===== config.mk =====
export PLATFORM = sky130hd
export DESIGN_NAME = tlp_win_trigger
export DESIGN_NICKNAME = d
export VERILOG_FILES = /design/src/rtl/tlp_win_trigger.sv
export SDC_FILE = /design/constraint.sdc
export NUM_CORES = 1
export LEC_CHECK = 0
export CORE_ASPECT_RATIO = 0.75
export CORE_MARGIN = 5
export CORE_UTILIZATION = 49
export CTS_BUF_LIST = sky130_fd_sc_hd__clkbuf_8
export DETAILED_ROUTE_END_ITERATION = 8
export PLACE_DENSITY_LB_ADDON = 0.3
export RECOVER_POWER = 25
export SETUP_SLACK_MARGIN = 0.02
export SYNTH_ARGS = -nofsm -noshare
export SYNTH_HDL_FRONTEND = slang
export SYNTH_SLANG_ARGS = --single-unit
export TNS_END_PERCENT = 20

===== constraint.sdc =====
create_clock -name trn_clk -period 6.8 [get_ports trn_clk]
set_input_delay 1.36 -clock trn_clk [delete_from_list [all_inputs] [get_ports trn_clk]]
set_output_delay 1.36 -clock trn_clk [all_outputs]
set_load 0.005 [all_outputs]

===== src/rtl/tlp_win_trigger.sv =====
// TLP capture-window trigger.
// Watches a TLP stream and arms on a pulse. It starts forwarding beats into a
// capture window on the first SOP whose fmt/type byte matches the trigger.
// It stops after enough beats have been forwarded, or when the window is full.
module tlp_win_trigger #(
    parameter int MAX_BEATS = 4095
) (
    input  logic        trn_clk,
    input  logic        trn_rst,
    input  logic        st_valid0,
    input  logic        st_ready0,
    input  logic        st_sop0,
    input  logic        st_eop0,
    input  logic [7:0]  st_be0,
    input  logic [63:0] st_data0,
    input  logic        arm,
    input  logic        abort,
    input  logic [7:0]  trig_mask,
    input  logic [7:0]  trig_value,
    input  logic [11:0] beat_limit,
    output logic        cap_valid,
    output logic        cap_ready,
    output logic        cap_sop,
    output logic        cap_eop,
    output logic [7:0]  cap_be,
    output logic [63:0] cap_data,
    output logic        win_rst,
    output logic [1:0]  state,
    output logic        done,
    output logic [11:0] beat_cnt,
    output logic [15:0] tlp_cnt
);

    localparam logic [1:0] IDLE    = 2'd0;
    localparam logic [1:0] ARMED   = 2'd1;
    localparam logic [1:0] CAPTURE = 2'd2;
    localparam logic [1:0] DONE    = 2'd3;

    localparam logic [12:0] MAX_CNT = 13'(MAX_BEATS);

    logic [1:0]  state_q,    state_d;
    logic [11:0] limit_q,    limit_d;
    logic [11:0] beatCnt_q,  beatCnt_d;
    logic [15:0] tlpCnt_q,   tlpCnt_d;
    logic        winRst_q,   winRst_d;
    logic        capValid_q, capValid_d;
    logic        capSop_q,   capSop_d;
    logic        capEop_q,   capEop_d;
    logic [7:0]  capBe_q,    capBe_d;
    logic [63:0] capData_q,  capData_d;

    logic        beat;
    logic        match;
    logic        fwd;
    logic [11:0] limEff;
    logic [11:0] limMin;
    logic [12:0] cntNext;

    // Next-state logic: abort beats arm, arm beats forwarding, and the
    // match beat itself may already complete the capture.
    always_comb begin
        beat       = st_valid0 && st_ready0;
        match      = beat && st_sop0 &&
                     ((st_data0[63:56] & trig_mask) == (trig_value & trig_mask));
        fwd        = 1'b0;
        state_d    = state_q;
        limit_d    = limit_q;
        beatCnt_d  = beatCnt_q;
        tlpCnt_d   = tlpCnt_q;
        winRst_d   = 1'b0;
        limEff     = (state_q == ARMED) ? beat_limit : limit_q;
        limMin     = (limEff == 12'd0) ? 12'd1 : limEff;
        cntNext    = {1'b0, beatCnt_q} + 13'd1;

        if (abort) begin
            state_d = IDLE;
        end else if (arm) begin
            state_d   = ARMED;
            winRst_d  = 1'b1;
            beatCnt_d = 12'd0;
            tlpCnt_d  = 16'd0;
        end else begin
            case (state_q)
                ARMED: begin
                    if (match) begin
                        fwd     = 1'b1;
                        state_d = CAPTURE;
                        limit_d = beat_limit;
                    end
                end
                CAPTURE: begin
                    if (beat) begin
                        fwd = 1'b1;
                    end
                end
                default: begin
                end
            endcase
        end

        if (fwd) begin
            beatCnt_d = cntNext[11:0];
            if (st_sop0 && (tlpCnt_q != 16'hFFFF)) begin
                tlpCnt_d = tlpCnt_q + 16'd1;
            end
            if ((st_eop0 && (cntNext >= {1'b0, limMin})) || (cntNext == MAX_CNT)) begin
                state_d = DONE;
            end
        end

        capValid_d = fwd;
        capSop_d   = fwd ? st_sop0  : capSop_q;
        capEop_d   = fwd ? st_eop0  : capEop_q;
        capBe_d    = fwd ? st_be0   : capBe_q;
        capData_d  = fwd ? st_data0 : capData_q;
    end

    // State, counters and the registered capture stream.
    always_ff @(posedge trn_clk or posedge trn_rst) begin
        if (trn_rst) begin
            state_q    <= IDLE;
            limit_q    <= 12'd0;
            beatCnt_q  <= 12'd0;
            tlpCnt_q   <= 16'd0;
            winRst_q   <= 1'b0;
            capValid_q <= 1'b0;
            capSop_q   <= 1'b0;
            capEop_q   <= 1'b0;
            capBe_q    <= 8'd0;
            capData_q  <= 64'd0;
        end else begin
            state_q    <= state_d;
            limit_q    <= limit_d;
            beatCnt_q  <= beatCnt_d;
            tlpCnt_q   <= tlpCnt_d;
            winRst_q   <= winRst_d;
            capValid_q <= capValid_d;
            capSop_q   <= capSop_d;
            capEop_q   <= capEop_d;
            capBe_q    <= capBe_d;
            capData_q  <= capData_d;
        end
    end

    assign cap_valid = capValid_q;
    assign cap_ready = capValid_q;
    assign cap_sop   = capSop_q;
    assign cap_eop   = capEop_q;
    assign cap_be    = capBe_q;
    assign cap_data  = capData_q;
    assign win_rst   = winRst_q;
    assign state     = state_q;
    assign done      = (state_q == DONE);
    assign beat_cnt  = beatCnt_q;
    assign tlp_cnt   = tlpCnt_q;

endmodule


# ---- Yosys cells after proc, flatten, opt, wreduce, memory -nomap -nowiden
# Cells that the tools add are included.
dict set report totals {
  ff_bits 118
  inputBits 108
  out_inout_bits 108
}
dict set report classes {
  n_addsub 2
  order_cmp 1
  n_eq_ne 7
  n_mux 22
  n_bitwise 4
  n_reduce_logical 10
}
# cell count
set ops {}
lappend ops {{$mux 16} 4}
lappend ops {{$mux 12} 5}
lappend ops {{$add 16x1->16 const B} 1}
lappend ops {{$and 8x8->8} 2}
lappend ops {{$ne 16x16->1 const B} 1}
lappend ops {{$add 12x1->13 const B} 1}
lappend ops {{$eq 13x12->1 const B} 1}
lappend ops {{$ge 13x12->1} 1}
lappend ops {{$logic_not 12->1} 1}
lappend ops {{$mux 2} 6}
lappend ops {{$eq 8x8->1} 1}
lappend ops {{$mux 1} 6}
lappend ops {{$logic_and 1x1->1} 5}
lappend ops {{$eq 2x2->1 const B} 2}
lappend ops {{$reduce_and 4->1} 1}
lappend ops {{$eq 2x1->1 const B} 1}
lappend ops {{$ne 2x1->1 const B} 1}
lappend ops {{$not 1->1} 2}
lappend ops {{$pmux 1 s2} 1}
lappend ops {{$reduce_and 2->1} 1}
lappend ops {{$reduce_bool 2->1} 1}
lappend ops {{$logic_or 1x1->1} 1}

# ---- Logic depth before layout (Yosys ltp)
dict set report depth {
  word_depth 9
  depth_mapped 14
}

# ---- Worst setup path before layout
# No wires, ideal clock.
dict set report synth_timing {
  kind {in2reg}
  startpoint {input port beat_limit[5]}
  endpoint {register state_q[0] (netlist: state[0])}
  setup_ps 133
  arrival_ps 3175
  path_slack_ps 3492
  stages 10
  path_buffers 0
  cell_sequence {mux2i_1 nand4_1 o31ai_1 ha_1 nand2b_1 a2111o_1 a31oi_1 o211ai_1 a21oi_1 o22ai_2}
}
dict set report synth_via {
  elab_chain_len 8
}
# item line_no
set synth_rtl {}
lappend synth_rtl {{start: declaration} 20} ;# input logic [11:0] beat_limit,
lappend synth_rtl {{$mux 12 *} 71} ;# limEff = (state_q == ARMED) ? beat_limit : limit_q;
lappend synth_rtl {{$logic_not 12->1} 72} ;# limMin = (limEff == 12'd0) ? 12'd1 : limEff;
lappend synth_rtl {{$mux 12 *} 72}
lappend synth_rtl {{$ge 13x12->1 *} 106} ;# if ((st_eop0 && (cntNext >= {1'b0, limMin})) || (cntNext == MAX_CNT)) begin
lappend synth_rtl {{$logic_and 1x1->1 *} 106}
lappend synth_rtl {{$logic_or 1x1->1 *} 106}
lappend synth_rtl {{$mux 2 *} 106}
lappend synth_rtl {{$mux 2 *} 101} ;# if (fwd) begin
lappend synth_rtl {{via state_d[0]} 41} ;# logic [1:0] state_q, state_d;
lappend synth_rtl {{end signal: assignment} 132} ;# state_q <= state_d;
lappend synth_rtl {{end: declaration} 41}
# The timed path passes the listed nets; every way through them passes the cells marked *.
# A chain may end at the register's enable or synchronous reset.

# ---- Worst setup path in the final report
dict set report layout_timing {
  startpoint {input port st_data0[58]}
  endpoint {register tlpCnt_q[7] (netlist: tlp_cnt[7])}
}
dict set report layout_via {
  elab_chain_len 8
}
# item line_no
set layout_rtl {}
lappend layout_rtl {{start: declaration} 15} ;# input logic [63:0] st_data0,
lappend layout_rtl {{$and 8x8->8} 64} ;# ((st_data0[63:56] & trig_mask) == (trig_value & trig_mask));
lappend layout_rtl {{$eq 8x8->1} 64}
lappend layout_rtl {{$logic_and 1x1->1} 63} ;# match = beat && st_sop0 &&
lappend layout_rtl {{$mux 1} 85} ;# if (match) begin
lappend layout_rtl {{$pmux 1 s2} 83} ;# case (state_q)
lappend layout_rtl {{$mux 1} 77} ;# end else if (arm) begin
lappend layout_rtl {{$mux 1} 75} ;# if (abort) begin
lappend layout_rtl {{$mux 16} 101}
lappend layout_rtl {{via tlpCnt_d[7]} 44} ;# logic [15:0] tlpCnt_q, tlpCnt_d;
lappend layout_rtl {{end signal: assignment} 135} ;# tlpCnt_q <= tlpCnt_d;
lappend layout_rtl {{end: declaration} 44}
# The timed path passes the listed nets, and every way through them passes these cells.

==> impl_metrics.env <==
export IMPL_status="complete, but fails checks"
export IMPL_violations="max-capacitance violations, max-slew violations"
export IMPL_io_buffers=215
export IMPL_die_w_um=135
export IMPL_drv_slew=61
export IMPL_drt_iter0_markers=418
export IMPL_powerDensity_nw_per_um2=174
export IMPL_synthXorXnorAreaFrac_pct=2.59
export IMPL_grt_antenna_before_repair=0
export IMPL_hp_start="cap_data[5]"
export IMPL_dieHeight_um=104
export IMPL_synth_area_um2=5750
export IMPL_synthesis_nets=756
export IMPL_period_share_pct=59.3
export IMPL_vias=5298
export IMPL_cts_max_level=4
export IMPL_grt_pass1_vias=5193
export IMPL_syn_area_per_cell_um2=9.13
export IMPL_dpl_hpwl_mm=12.7
export IMPL_cp_slowest_cell="o21a_4"
export IMPL_num_rows=34
export IMPL_synthAdderAreaFrac_pct=3.92
export IMPL_tightest_slew_ns=2.59
export IMPL_synth_compound_area_share_pct=6.98
export IMPL_pin_count=216
export IMPL_wl_mm=17.2
export IMPL_arrival_ns=4.34
export IMPL_hold_class="reg -> reg"
export IMPL_r2r_start="state[1]"
export IMPL_startpoint="st_data0[58]"
export IMPL_required_ns=7.11
export IMPL_clock_sinks=118
export IMPL_cts_setup_buffers=0
export IMPL_core_um2=11500
export IMPL_root_buffer="clkbuf_8"
export IMPL_cts_buffer_depth=2
export IMPL_ys_warn_count=0
export IMPL_power_leakage_nw=4.10
export IMPL_gp_congestion=0.908
export IMPL_slowest_delay_ns=0.90
export IMPL_drive_gt1_share_pct=7.09
export IMPL_worstSetupEndpointType="flip-flop"
export IMPL_nets=959
export IMPL_vdd_ir_drop_max_mv=0.158
export IMPL_syn_inst=630
export IMPL_synth_edf_count=0
export IMPL_grt_ovfl_total=0
export IMPL_rsz0062_at_grt="no"
export IMPL_clk_latency_ns=0.44
export IMPL_via_per_inst=5.26
export IMPL_hold_viol=0
export IMPL_cts_hold_buf=0
export IMPL_grt_pass1_wl_mm=27.2
export IMPL_dieArea_um2=14000
export IMPL_fin_cells=1008
export IMPL_worstSetupPathType="in -> reg"
export IMPL_fin_skew_ns=0.0132
export IMPL_slew_headroom_pct=-73.8
export IMPL_syn_to_final_growth_pct=44.8
export IMPL_synthMuxAreaShare_pct=4.81
export IMPL_ff2ff_setup_slack_ns=3.03
export IMPL_finalSetupViolCount=0
export IMPL_synth_seq_area_share_pct=51.3
export IMPL_synth_simple_area_share_pct=26.6
export IMPL_first_pass_iters=5
export IMPL_cap_violations=1
export IMPL_ys_ff_latch=118
export IMPL_avgRoutedWirePerCell_um=17.0
export IMPL_grtUsageTotal_pct=24.1
export IMPL_cts_tree="done"
export IMPL_clock_fmax_ghz=0.248
export IMPL_synth_cell_types=57
export IMPL_grt_max_degree=106
export IMPL_synth_flop_cell="dfrtp_1"
export IMPL_cts_resized=0
export IMPL_setup_tns_ns=0
export IMPL_diodes=0
export IMPL_post_place_cells=976
export IMPL_drc=0
export IMPL_async_reset_ff_share_pct=100
export IMPL_synth_top_family_by_area="simple AND/OR/NAND/NOR gates"
export IMPL_clkSlewWorstSetupHoldPaths_ns=0.07
export IMPL_fin_crit_ns=4.03
export IMPL_crit_fanout=105
export IMPL_final_antenna_net_count=0
export IMPL_start_util_pct=49.9
export IMPL_cts_made_buffers=17
export IMPL_start_kind="primary input"
export IMPL_crit_chain="clkdlybuf4s50_1 > xor2_1 > a22oi_1 > nand3_1 > o21a_4 > inv_2 > and2_1 > a221o_1"
==> critical path, delay by kind of cell <==
kind / cells / cell delay, ns
AND/OR/NAND/NOR: 2 / 0.56
AO/OA/AOI/OAI: 3 / 1.40
buffers and inverters: 2 / 0.84
XOR/XNOR: 1 / 0.16
==> path summary, 6_finish.rpt <==
kind	end	depth (start not counted)
max	tlp_cnt[7]	8
min	cap_data[5]	2
max reg2reg	cap_data[30]	10
min reg2reg	cap_data[5]	2
max in group asynchronous	beat_cnt[5]	3
min in group asynchronous	cap_data[56]	2
==> synth_stat cells, types with 4 or more instances <==
master / instances / area share [%]
a221o_1: 11 / 1.9
a21oi_1: 6 / 0.52
buf_4: 4 / 0.52
nand3_1: 32 / 2.8
nor3_1: 5 / 0.44
nand2_1: 249 / 16
mux2_2: 13 / 2.5
nand4_1: 9 / 0.98
clkbuf_1: 12 / 0.78
nor2_1: 22 / 1.4
mux2i_1: 13 / 2.3
nand2b_1: 4 / 0.44
ha_1: 18 / 3.9
o21ai_0: 12 / 1.0
xor2_1: 12 / 1.8
xnor2_1: 5 / 0.76
inv_1: 13 / 0.85
dfrtp_1: 118 / 51
buf_2: 13 / 1.1
==> final cells by class <==
class                           instances  area, µm²
Fill cell                             838       3200
Sequential cell                       118       2950
Multi-Input combinational cell        465       2590
Timing Repair Buffer                  217       2170
Clock buffer                           18        248
Tap cell                              162        203
Clock inverter                         14        114
Inverter                               14       53.8
==> layer usage <==
layer  share of wire (%)  global-route usage (%)
met5                   0                       0
met3                 6.8                    6.64
met2                  49                    40.3
met4                 2.1                    7.91
met1                  42                    30.4
==> stage by stage <==
| step | utilization [%] | power [W] | hold WS (ns) | worst slack [ns] | area [µm²] |
|---|---|---|---|---|---|
| 2_1_floorplan | - | 0.000781 | 0.470 | 2.31 | 5750 |
| 3_3_place_gp | 69.1 | 0.000878 | 0.456 | 2.47 | 7970 |
| 3_5_place_dp | 69.1 | 0.000883 | 0.461 | 2.30 | 7970 |
| 4_1_cts | 72.2 | 0.00146 | 0.479 | 2.77 | 8330 |
| 5_1_grt | 72.2 | 0.00151 | 0.491 | 2.48 | 8330 |
| 6_report | 72.2 | 0.00145 | 0.470 | 2.77 | 8330 |
==> cells by family after synthesis <==
family | count (synthesis)
XOR/XNOR | 17
multiplexers | 26
AND/OR/NAND/NOR | 351
adder cells (fa/ha/maj) | 18
buffers and inverters | 47
flip-flops | 118
AO/OA/AOI/OAI | 53
==> where the power goes <==
group          switching, W  total, W  internal [W]
registers        0.00000683  0.000721      0.000714
logic             0.0000583  0.000146     0.0000877
clock network      0.000290  0.000583      0.000293
total              0.000355   0.00145       0.00109
==> cells in the final DEF, fill, tap and decap left out, types with 3 or more instances in the layout <==
cell type,Yosys,layout
nand2_1,249,249
nand4_1,9,9
inv_1,13,14
o21ai_0,12,12
xnor2_1,5,5
clkinvlp_4,0,7
xor2_1,12,12
a21oi_1,6,6
or3_1,3,3
mux2_2,13,13
or2_2,3,3
ha_1,18,18
nor2_1,22,22
dfrtp_1,118,118
clkdlybuf4s50_1,0,187
clkbuf_8,0,18
clkinv_2,0,3
mux2i_1,13,13
a31oi_1,3,3
nor3_1,5,5
nor4_1,3,3
nor2b_1,3,3
dlygate4sd3_1,0,28
and3_1,3,3
a22oi_1,3,3
nand2b_1,4,4
a221o_1,11,11
nand3_1,32,32
==> state kept, by name, summed over array words and instances (netlist names) <==
name / cells
cap_sop: 1
state: 2
cap_ready: 1
tlp_cnt: 16
cap_be: 8
win_rst: 1
cap_eop: 1
cap_data: 64
limit_q: 12
beat_cnt: 12
No activity file was read; power rests on OpenSTA's default activity.
